===== src/rtl/crc24_stream_arbiter_pkg.sv =====
// CRC-24 constants, byte-update function and FSM state
// type shared by the stream arbiter and its CRC engine.
package crc24_pkg;

    localparam logic [23:0] CRC24_POLY = 24'h864CFB;

    typedef enum logic [1:0] {
        IDLE,
        PASS,
        APPEND
    } state_t;

    // MSB-first, unreflected byte update
    function automatic logic [23:0] step(
        input logic [23:0] crc,
        input logic [7:0]  b
    );
        logic [23:0] c;
        c = crc ^ {b, 16'h0000};
        for (int i = 0; i < 8; i++) begin
            if (c[23]) c = {c[22:0], 1'b0} ^ CRC24_POLY;
            else       c = {c[22:0], 1'b0};
        end
        return c;
    endfunction

endpackage


===== src/rtl/crc24_stream_arbiter_if.sv =====
// Requester-side and link-side stream signals of the
// CRC-24 arbiter, bundled with arbiter/environment views.
interface crc24_stream_arbiter_if #(
    parameter int N_REQ = 4,
    parameter int ID_W  = 2
);
    logic [8*N_REQ-1:0] s_tdata;
    logic [N_REQ-1:0]   s_tvalid;
    logic [N_REQ-1:0]   s_tlast;
    logic [N_REQ-1:0]   s_tready;
    logic [7:0]         m_tdata;
    logic               m_tvalid;
    logic               m_tlast;
    logic [ID_W-1:0]    m_tid;
    logic               m_tready;
    logic               busy;

    modport slave (
        input  s_tdata, s_tvalid, s_tlast, m_tready,
        output s_tready, m_tdata, m_tvalid, m_tlast,
        output m_tid, busy
    );

    modport master (
        output s_tdata, s_tvalid, s_tlast, m_tready,
        input  s_tready, m_tdata, m_tvalid, m_tlast,
        input  m_tid, busy
    );

endinterface


===== src/rtl/crc24_stream_arbiter_engine.sv =====
// Registered CRC-24 accumulator: clear reloads the
// initial value, en folds one byte into the register.
module crc24_engine
    import crc24_pkg::*;
#(
    parameter logic [23:0] CRC_INIT = 24'h000000
) (
    input  logic        clk,
    input  logic        reset_n,
    input  logic        clear,
    input  logic        en,
    input  logic [7:0]  din,
    output logic [23:0] crc
);

    always_ff @(posedge clk) begin
        if (!reset_n)   crc <= CRC_INIT;
        else if (clear) crc <= CRC_INIT;
        else if (en)    crc <= step(crc, din);
    end

endmodule


===== src/rtl/crc24_stream_arbiter.sv =====
// Round-robin packet arbiter in front of one shared CRC-24
// engine; appends the 3-byte CRC behind every packet.
module crc24_stream_arbiter
    import crc24_pkg::*;
#(
    parameter int          N_REQ    = 4,
    parameter int          ID_W     = 2,
    parameter logic [23:0] CRC_INIT = 24'h000000
) (
    input logic                    clk,
    input logic                    reset_n,
    crc24_stream_arbiter_if.slave  bus
);

    state_t          state;
    logic [ID_W-1:0] g;
    logic [ID_W-1:0] last_grant;
    logic [ID_W-1:0] pick;
    logic [ID_W-1:0] idx;
    logic [1:0]      cnt;
    logic [23:0]     crc;
    logic [7:0]      s_byte;
    logic            out_free;
    logic            any_req;
    logic            hs;
    logic            crc_clear;

    assign out_free  = bus.m_tready | ~bus.m_tvalid;
    assign any_req   = |bus.s_tvalid;
    assign s_byte    = bus.s_tdata[{g, 3'b000} +: 8];
    assign hs        = (state == PASS) && bus.s_tvalid[g] && out_free;
    assign crc_clear = (state == IDLE) && any_req;
    assign bus.busy  = (state != IDLE);

    assign bus.s_tready = (state == PASS && out_free)
                        ? (N_REQ'(1) << g) : '0;

    // Scan downward in distance so the nearest requester
    // above last_grant is the one left in pick.
    always_comb begin
        pick = last_grant;
        idx  = '0;
        for (int i = N_REQ; i >= 1; i--) begin
            idx = ID_W'((int'(last_grant) + i) % N_REQ);
            if (bus.s_tvalid[idx]) pick = idx;
        end
    end

    crc24_engine #(
        .CRC_INIT (CRC_INIT)
    ) u_engine (
        .clk     (clk),
        .reset_n (reset_n),
        .clear   (crc_clear),
        .en      (hs),
        .din     (s_byte),
        .crc     (crc)
    );

    always_ff @(posedge clk) begin
        if (!reset_n) begin
            state        <= IDLE;
            g            <= '0;
            last_grant   <= ID_W'(N_REQ - 1);
            cnt          <= '0;
            bus.m_tdata  <= '0;
            bus.m_tvalid <= 1'b0;
            bus.m_tlast  <= 1'b0;
            bus.m_tid    <= '0;
        end else begin
            unique case (state)
                IDLE: begin
                    if (out_free) begin
                        bus.m_tvalid <= 1'b0;
                        bus.m_tlast  <= 1'b0;
                    end
                    if (any_req) begin
                        g     <= pick;
                        state <= PASS;
                    end
                end
                PASS: begin
                    if (hs) begin
                        bus.m_tdata  <= s_byte;
                        bus.m_tvalid <= 1'b1;
                        bus.m_tlast  <= 1'b0;
                        bus.m_tid    <= g;
                        if (bus.s_tlast[g]) begin
                            cnt   <= '0;
                            state <= APPEND;
                        end
                    end else if (out_free) begin
                        bus.m_tvalid <= 1'b0;
                        bus.m_tlast  <= 1'b0;
                    end
                end
                APPEND: begin
                    if (out_free) begin
                        case (cnt)
                            2'd0:    bus.m_tdata <= crc[23:16];
                            2'd1:    bus.m_tdata <= crc[15:8];
                            default: bus.m_tdata <= crc[7:0];
                        endcase
                        bus.m_tvalid <= 1'b1;
                        bus.m_tid    <= g;
                        bus.m_tlast  <= (cnt == 2'd2);
                        cnt          <= cnt + 2'd1;
                        if (cnt == 2'd2) begin
                            last_grant <= g;
                            state      <= IDLE;
                        end
                    end
                end
                default: state <= IDLE;
            endcase
        end
    end

endmodule


===== src/flat_wrapper.sv =====
// flat-port wrapper written by rule: the top's interface ports become plain ports
module crc24_stream_arbiter_flat import crc24_pkg::*;
#(
    parameter int          N_REQ    = 4,
    parameter int          ID_W     = 2,
    parameter logic [23:0] CRC_INIT = 24'h000000
)
  (clk, reset_n, bus_s_tdata, bus_s_tvalid, bus_s_tlast, bus_m_tready, bus_s_tready, bus_m_tdata, bus_m_tvalid, bus_m_tlast, bus_m_tid, bus_busy);
  crc24_stream_arbiter_if #(.N_REQ(N_REQ), .ID_W(ID_W)) bus_i ();
  input logic clk;
  input logic reset_n;
  input wire logic [$bits(bus_i.s_tdata)-1:0] bus_s_tdata;
  input wire logic [$bits(bus_i.s_tvalid)-1:0] bus_s_tvalid;
  input wire logic [$bits(bus_i.s_tlast)-1:0] bus_s_tlast;
  input wire logic [$bits(bus_i.m_tready)-1:0] bus_m_tready;
  output wire logic [$bits(bus_i.s_tready)-1:0] bus_s_tready;
  output wire logic [$bits(bus_i.m_tdata)-1:0] bus_m_tdata;
  output wire logic [$bits(bus_i.m_tvalid)-1:0] bus_m_tvalid;
  output wire logic [$bits(bus_i.m_tlast)-1:0] bus_m_tlast;
  output wire logic [$bits(bus_i.m_tid)-1:0] bus_m_tid;
  output wire logic [$bits(bus_i.busy)-1:0] bus_busy;
  assign bus_i.s_tdata = bus_s_tdata;
  assign bus_i.s_tvalid = bus_s_tvalid;
  assign bus_i.s_tlast = bus_s_tlast;
  assign bus_i.m_tready = bus_m_tready;
  assign bus_s_tready = bus_i.s_tready;
  assign bus_m_tdata = bus_i.m_tdata;
  assign bus_m_tvalid = bus_i.m_tvalid;
  assign bus_m_tlast = bus_i.m_tlast;
  assign bus_m_tid = bus_i.m_tid;
  assign bus_busy = bus_i.busy;
  crc24_stream_arbiter #(.N_REQ(N_REQ), .ID_W(ID_W), .CRC_INIT(CRC_INIT)) u_core (.clk(clk), .reset_n(reset_n), .bus(bus_i));
endmodule

===== config.mk =====
export PLATFORM = sky130hd
export DESIGN_NAME = crc24_stream_arbiter_flat
export DESIGN_NICKNAME = d
export VERILOG_FILES = /design/src/rtl/crc24_stream_arbiter_pkg.sv /design/src/rtl/crc24_stream_arbiter_if.sv /design/src/rtl/crc24_stream_arbiter_engine.sv /design/src/rtl/crc24_stream_arbiter.sv /design/src/flat_wrapper.sv
export SDC_FILE = /design/constraint.sdc
export NUM_CORES = 1
export LEC_CHECK = 0
export CAP_MARGIN = 20
export CORE_MARGIN = 2
export CORE_UTILIZATION = 45
export CTS_BUF_LIST = sky130_fd_sc_hd__clkbuf_8 sky130_fd_sc_hd__clkbuf_16
export DETAILED_ROUTE_END_ITERATION = 16
export GPL_TIMING_DRIVEN = 0
export MAX_ROUTING_LAYER = met4
export PLACE_DENSITY = 0.72
export SYNTH_ARGS = -nofsm -noshare
export SYNTH_HDL_FRONTEND = slang
export SYNTH_SLANG_ARGS = --single-unit

===== constraint.sdc =====
create_clock -name clk -period 3.6 [get_ports clk]
set_input_delay 0.72 -clock clk [delete_from_list [all_inputs] [get_ports clk]]
set_output_delay 0.72 -clock clk [all_outputs]
set_load 0.02 [all_outputs]

==> metrics.md, run 1 <==
| Metric | Value |
|---|---|
| Status | `complete, no violations` |
| Routed len/inst | `~16 µm` |
| Global route overflow | `0` |
| Resized cells post-CTS | `0` |
| Area growth syn-to-layout | `26.8%` |
| Initial core utilization | `between 40% and 50%` |
| Die Y-Extent | `about 84 µm` |
| Ys Warns | `0` |
| Drt first pass iters | `5` |
| Worst Setup Slack, final | `between 200 and 250 ps` |
| ANT nets after route | `0` |
| Clock-pin transition on the worst setup and hold timing paths | `approximately 90 ps` |
| DP Worst Slack | `237 ps` |
| Setup CP Type | `primary input to output pin` |
| Final hold violations | `0` |
| Final worst-path cycle share | `a little over nine tenths` |
| Vias in the first global route | `2402` |
| Vias | `between 2000 and 2500` |
| WHS Path Cells | `2` |
| CTS hold repair buffers | `0` |
| Post-Syn Area | `between 2000 and 3000 µm²` |
| Die width | `about 84 µm` |
| R2r setup slk | `between 800 and 900 ps` |
| Area post-placement | `3540 µm²` |
| Yosys cell types | `37` |
| Design Area, Final | `roughly 3600 µm²` |
| RSZ-0062 raised after global routing | `false` |
| CTS Sinks | `44` |
| GRT Util Overall | `about 22%` |
| DRT Wirelength | `7.43 mm` |
| Critical path required time | `~2900 ps` |
| Register area share after synthesis | `30.8%` |
| Mapped Avg Cell Area | `just over 9 µm²` |
| Pwr dens | `between 500 and 600 nW/µm²` |
| First-pass GRT wire length | `about 12 mm` |
| Setup Buffers After CTS | `0` |
| Non-filler cells, final | `~450` |
| Skew-Pair Late Insertion Delay | `approximately 300 ps` |
| Initial antenna violation count | `0` |
| Initial drt markers | `between 90 and 100` |
| FF+latch count, synth | `44` |
| H-tree depth | `2` |
| Setup Viol. Count Final | `0` |
| Slew @ Worst Pin | `between 600 and 700 ps` |
| DP Cell Count | `444` |
| Cells after Synth | `308` |
| Ports | `60` |
| GP Congestion | `slightly below 0.9` |
| Worst VDD drop | `0.000263 V` |
| Worst relative slew slack | `between 50 and 60%` |
| Final net count | `approximately 420` |
| Share of post-route cells with drive strength above 1 | `about a tenth` |
| DRC Markers | `0` |
| Largest net degree at the start of global routing | `13` |
| Max Slew Vio Count | `0` |
| Crit. End Element | `output pin` |
| DIE AREA | `7000 µm²` |
| Clock tree buffer depth | `2` |
| Worst Reg-to-Reg Cells | `8` |
| Final min period | `3390 ps` |
| Leak | `1.28 nW` |
| Core Rows | `29` |
| Nature of the critical path startpoint | `primary input` |
| Crit-path max FO | `10` |
| Port buffer count | `between 50 and 60` |
| Maxcap violations | `0` |
| Root Driver | `clkbuf_8` |
| CTS tree | `built` |
| CTS Buf Count | `5` |
| Diode count | `0` |
| Core area | `6240 µm²` |
| Syn_nets | `between 300 and 400` |
| Post-DP HPWL | `around 5.6 mm` |
| CP Data Arrival Time | `roughly 2700 ps` |
| Primary FF master, synth | `dfxtp_1` |
| Max Fclk | `295 MHz` |
| Fillcell total | `570` |
| Post-synth ARST share | `0%` |
| Setup Skew | `7.74 ps` |
| EDFF count, synth | `0` |
| Setup TNS | `0 ps` |
| Via density | `around 5.5` |
| Min-Delay Path Class | `flip-flop to flip-flop` |
==> cells in the final DEF (no fill, tap or decap), types with 3 or more instances in the layout <==
cell	n
mux4_2	10
a211oi_1	9
clkbuf_8	5
a22o_1	8
o21ai_0	4
clkbuf_1	10
nand3_1	7
xnor2_2	6
a21oi_1	25
nand2b_1	3
nand2_1	35
dfxtp_1	44
mux2i_1	3
xnor2_4	4
nor2_1	39
clkdlybuf4s50_1	59
a311oi_1	8
xor2_1	6
ha_1	7
xnor2_1	32
a22oi_1	9
o22ai_1	3
inv_1	13
==> cells by family after synthesis <==
logic type	synth area share (%)
multiplexers	9.72
XOR/XNOR	22.5
buffers and inverters	4.42
AND/OR/NAND/NOR	12.6
AO/OA/AOI/OAI	16.8
flip-flops	30.8
adder cells (fa/ha/maj)	3.07
==> registers in the layout, summed over array words and instances, names as in the netlist <==
signal	cells
u_core.u_engine.crc	24
u_core.bus.m_tdata	8
u_core.bus.m_tid	2
u_core.cnt	2
u_core.g	2
u_core.last_grant	2
u_core.state	2
u_core.bus.m_tlast	1
u_core.bus.m_tvalid	1
==> final timing paths <==
check,startpoint,endpoint
worst max-delay path,bus_m_tready,bus_s_tready[1]
worst min-delay path,u_core.bus.m_tid[0]$_SDFFE_PN0P_,u_core.bus.m_tid[0]$_SDFFE_PN0P_
worst max register to register,u_core.g[0]$_SDFFE_PN0P_,u_core.bus.m_tid[1]$_SDFFE_PN0P_
worst min register to register,u_core.bus.m_tid[0]$_SDFFE_PN0P_,u_core.bus.m_tid[0]$_SDFFE_PN0P_
==> worst max-delay path: stages <==
cell and delay [ps]:
clkdlybuf4s50_1 470, nand2b_1 150, clkbuf_1 390, nand2_1 140, nor3_1 170, clkdlybuf4s50_1 630
==> layer usage <==
layer | up-vias | part of all wire [%] | global-route usage, %
li1 | 1212 | - | -
met1 | 1180 | 46 | 30.8
met2 | 88 | 46 | 33.2
met3 | 11 | 6.3 | 4.75
met4 | 0 | 1.4 | 4.55
met5 | - | 0 | -
==> final cells by class <==
class                      instances  area [µm²]  area share (%)
clock buffer                       5        68.8            1.90
timing repair buffer              59         591            16.3
clock inverter                     2        8.76           0.242
tap                               77        96.3            2.66
sequential                        44         881            24.3
multi-input combinational        235        1850            51.1
buffer                            16        77.6            2.14
inverter                          13        48.8            1.35
==> cell usage after synthesis (8+ instances only) <==
| master | count | area, µm² |
|---|---|---|
| nor2_1 | 39 | 146 |
| a21oi_1 | 25 | 125 |
| a22o_1 | 8 | 70.1 |
| inv_1 | 12 | 45.0 |
| dfxtp_1 | 44 | 881 |
| nand2_1 | 35 | 131 |
| mux4_2 | 10 | 225 |
| xnor2_1 | 32 | 280 |
| a22oi_1 | 9 | 67.6 |
| clkbuf_1 | 10 | 37.5 |
| a211oi_1 | 9 | 67.6 |
| a311oi_1 | 8 | 70.1 |
==> where the power goes <==
group | internal, mW | switching [mW] | total, mW
sequential | 0.537 | 0.0454 | 0.582
clock | 0.130 | 0.170 | 0.300
combinational | 0.547 | 0.590 | 1.14
==> through the flow <==
| stage | util (%) | power, mW | hold WS, ps |
|---|---|---|---|
| 4_1_cts | 58.0 | 2.03 | 465 |
| 3_3_place_gp | 56.8 | 1.71 | 443 |
| 6_report | 58.0 | 2.02 | 460 |
| 5_1_grt | 58.0 | 2.15 | 499 |
| 3_5_place_dp | 56.8 | 1.72 | 452 |
| 2_1_floorplan | - | 1.46 | 457 |
Power figures use the tool's default switching activity.
==> run 2, diff against run 1 <==
--- a/config.mk
+++ b/config.mk
@@ -12,7 +12,7 @@
 export DETAILED_ROUTE_END_ITERATION = 16
 export GPL_TIMING_DRIVEN = 0
 export MAX_ROUTING_LAYER = met4
-export PLACE_DENSITY = 0.72
+export PLACE_DENSITY_LB_ADDON = 0.15
 export SYNTH_ARGS = -nofsm -noshare
 export SYNTH_HDL_FRONTEND = slang
 export SYNTH_SLANG_ARGS = --single-unit
==> metrics.md, run 2 (same netlist as run 1, synthesis figures left out) <==
| Metric | Value |
|---|---|
| Status | `complete, no violations` |
| R2r setup slk | `a little over 800 ps` |
| Crit-path max FO | `10` |
| Slew @ Worst Pin | `535 ps` |
| Share of post-route cells with drive strength above 1 | `under 10%` |
| Vias | `around 2500` |
| Final min period | `3420 ps` |
| Max Slew Vio Count | `0` |
| Diode count | `0` |
| DRC Markers | `0` |
| GR peak layer | `met2` |
| Setup Viol. Count Final | `0` |
| GRT Util Overall | `about 22%` |
| Core Rows | `29` |
| Largest net degree at the start of global routing | `13` |
| Initial core utilization | `a little under half` |
| Pwr dens | `between 500 and 600 nW/µm²` |
| Area growth syn-to-layout | `27.2%` |
| Vias in the first global route | `~2400` |
| Worst relative slew slack | `between 60% and 70%` |
| Port buffer count | `59` |
| Core area | `roughly 6200 µm²` |
| Die width | `83.7 µm` |
| Worst VDD drop | `roughly 0.00021 V` |
| Critical R2R Launch | `u_core.g[0]$_SDFFE_PN0P_` |
| Worst setup path start | `bus_m_tready` |
| CTS hold repair buffers | `0` |
| Ports | `60` |
| Leak | `about 1.3 nW` |
| Skew-Pair Late Insertion Delay | `approximately 300 ps` |
| Non-filler cells, final | `around 450` |
| Most frequent cells in the layout | `clkdlybuf4s50_1 (59), dfxtp_1 (44), nor2_1 (39)` |
| CP Data Arrival Time | `~2700 ps` |
| Max reg flops | `24` |
| Die Y-Extent | `roughly 84 µm` |
| Power after layout | `roughly 2.1 mW` |
| Clock-pin transition on the worst setup and hold timing paths | `90 ps` |
| ANT nets after route | `0` |
| Final worst-path cycle share | `95.0%` |
| Setup Skew | `a little under 8 ps` |
| H-tree depth | `2` |
| GR Layer Usage met3 | `under 10%` |
| Drt first pass iters | `4` |
| Grt met2 use | `a little under two fifths` |
| Global route overflow | `0` |
| GP Congestion | `around 0.94` |
| Routed len/inst | `16.7 µm` |
| DRT Wirelength | `between 7 and 8 mm` |
| Clock tree buffer depth | `2` |
| Worst Setup Slack, final | `between 150 and 200 ps` |
| Met1 Use GR | `approximately 28%` |
| Critical path required time | `around 2900 ps` |
| Largest regs | `u_core.u_engine.crc: 24 flops, u_core.bus.m_tdata: 8 flops` |
| Initial drt markers | `between 100 and 150` |
| RSZ-0062 raised after global routing | `false` |
| Largest register by flop count | `u_core.u_engine.crc` |
| Maxcap violations | `0` |
| CTS Sinks | `44` |
| CP endpoint | `bus_s_tready[1]` |
| DP Worst Slack | `approximately 220 ps` |
| Setup TNS | `0 ps` |
| Root Driver | `clkbuf_8` |
| Crit Reg-Reg Endpoint | `u_core.u_engine.crc[0]$_SDFFE_PP0P_` |
| DIE AREA | `between 7000 and 8000 µm²` |
| DP Cell Count | `between 400 and 500` |
| Post-DP HPWL | `5.78 mm` |
| Worst Reg-to-Reg Cells | `8` |
| Via density | `5.45` |
| Crit. End Element | `output pin` |
| First-pass GRT wire length | `approximately 12 mm` |
| Commonest non-fill, non-tap cell in the layout | `clkdlybuf4s50_1` |
| CTS tree | `built` |
| Final hold violations | `0` |
| Setup Buffers After CTS | `0` |
| Setup CP Type | `primary input to output pin` |
| Final net count | `between 400 and 500` |
| Max Fclk | `292 MHz` |
| Resized cells post-CTS | `0` |
| Nature of the critical path startpoint | `primary input` |
| Initial antenna violation count | `0` |
| Min-Delay Path Class | `flip-flop to flip-flop` |
| CTS Buf Count | `5` |
run 2: cell count changes in the layout (fill, tap and decap cells not counted):
| cell | before | now |
|---|---|---|
| inv_1 | 13 | 14 |
| clkbuf_8 | 5 | 6 |
| clkinv_2 | 1 | 0 |
run 2: worst max-delay path, stage by stage:
cell	delay [ps]
clkdlybuf4s50_1	470
nand2b_1	140
clkbuf_1	430
nand2_1	150
nor3_1	150
clkdlybuf4s50_1	630
run 2: stage by stage:
stage | hold slack (ps) | cell area, µm² | utilization (%)
global placement | 446 | 3540 | 56.8
floorplan | 457 | 2860 | -
finish | 470 | 3630 | 58.2
CTS | 471 | 3630 | 58.2
detailed placement | 459 | 3540 | 56.8
global route | 509 | 3630 | 58.2
run 2: how the worst min path moves through the flow:
stage,end,from,cells after the start
finish,u_core.bus.m_tid[1]$_SDFFE_PN0P_,u_core.bus.m_tid[1]$_SDFFE_PN0P_,2
global route,u_core.bus.m_tid[1]$_SDFFE_PN0P_,u_core.bus.m_tid[1]$_SDFFE_PN0P_,2
CTS,u_core.bus.m_tid[1]$_SDFFE_PN0P_,u_core.bus.m_tid[1]$_SDFFE_PN0P_,2
detailed placement,u_core.bus.m_tid[1]$_SDFFE_PN0P_,u_core.bus.m_tid[1]$_SDFFE_PN0P_,2
global placement,u_core.bus.m_tid[0]$_SDFFE_PN0P_,u_core.bus.m_tid[0]$_SDFFE_PN0P_,2
floorplan,u_core.u_engine.crc[12]$_SDFFE_PP0P_,u_core.u_engine.crc[12]$_SDFFE_PP0P_,2
run 2: power by group:
part	switching [mW]	internal (mW)
clock	0.175	0.151
sequential	0.0459	0.537
combinational	0.595	0.548
run 2: final cells by class:
type                    instances  area, µm²
fillers                       593       2610
flip-flops and latches         44        881
plain buffers                  16       77.6
clock buffers                   6       82.6
clock inverters                 2       7.51
multi-input cells             235       1850
repair buffers                 59        591
well taps                      77       96.3
inverters                      13       48.8
run 2: routing by layer:
layer / part of all wire, % / wire (µm)
met5: 0 / 0
met4: 1.0 / 79
met3: 4.1 / 313
met2: 48 / 3610
met1: 47 / 3540
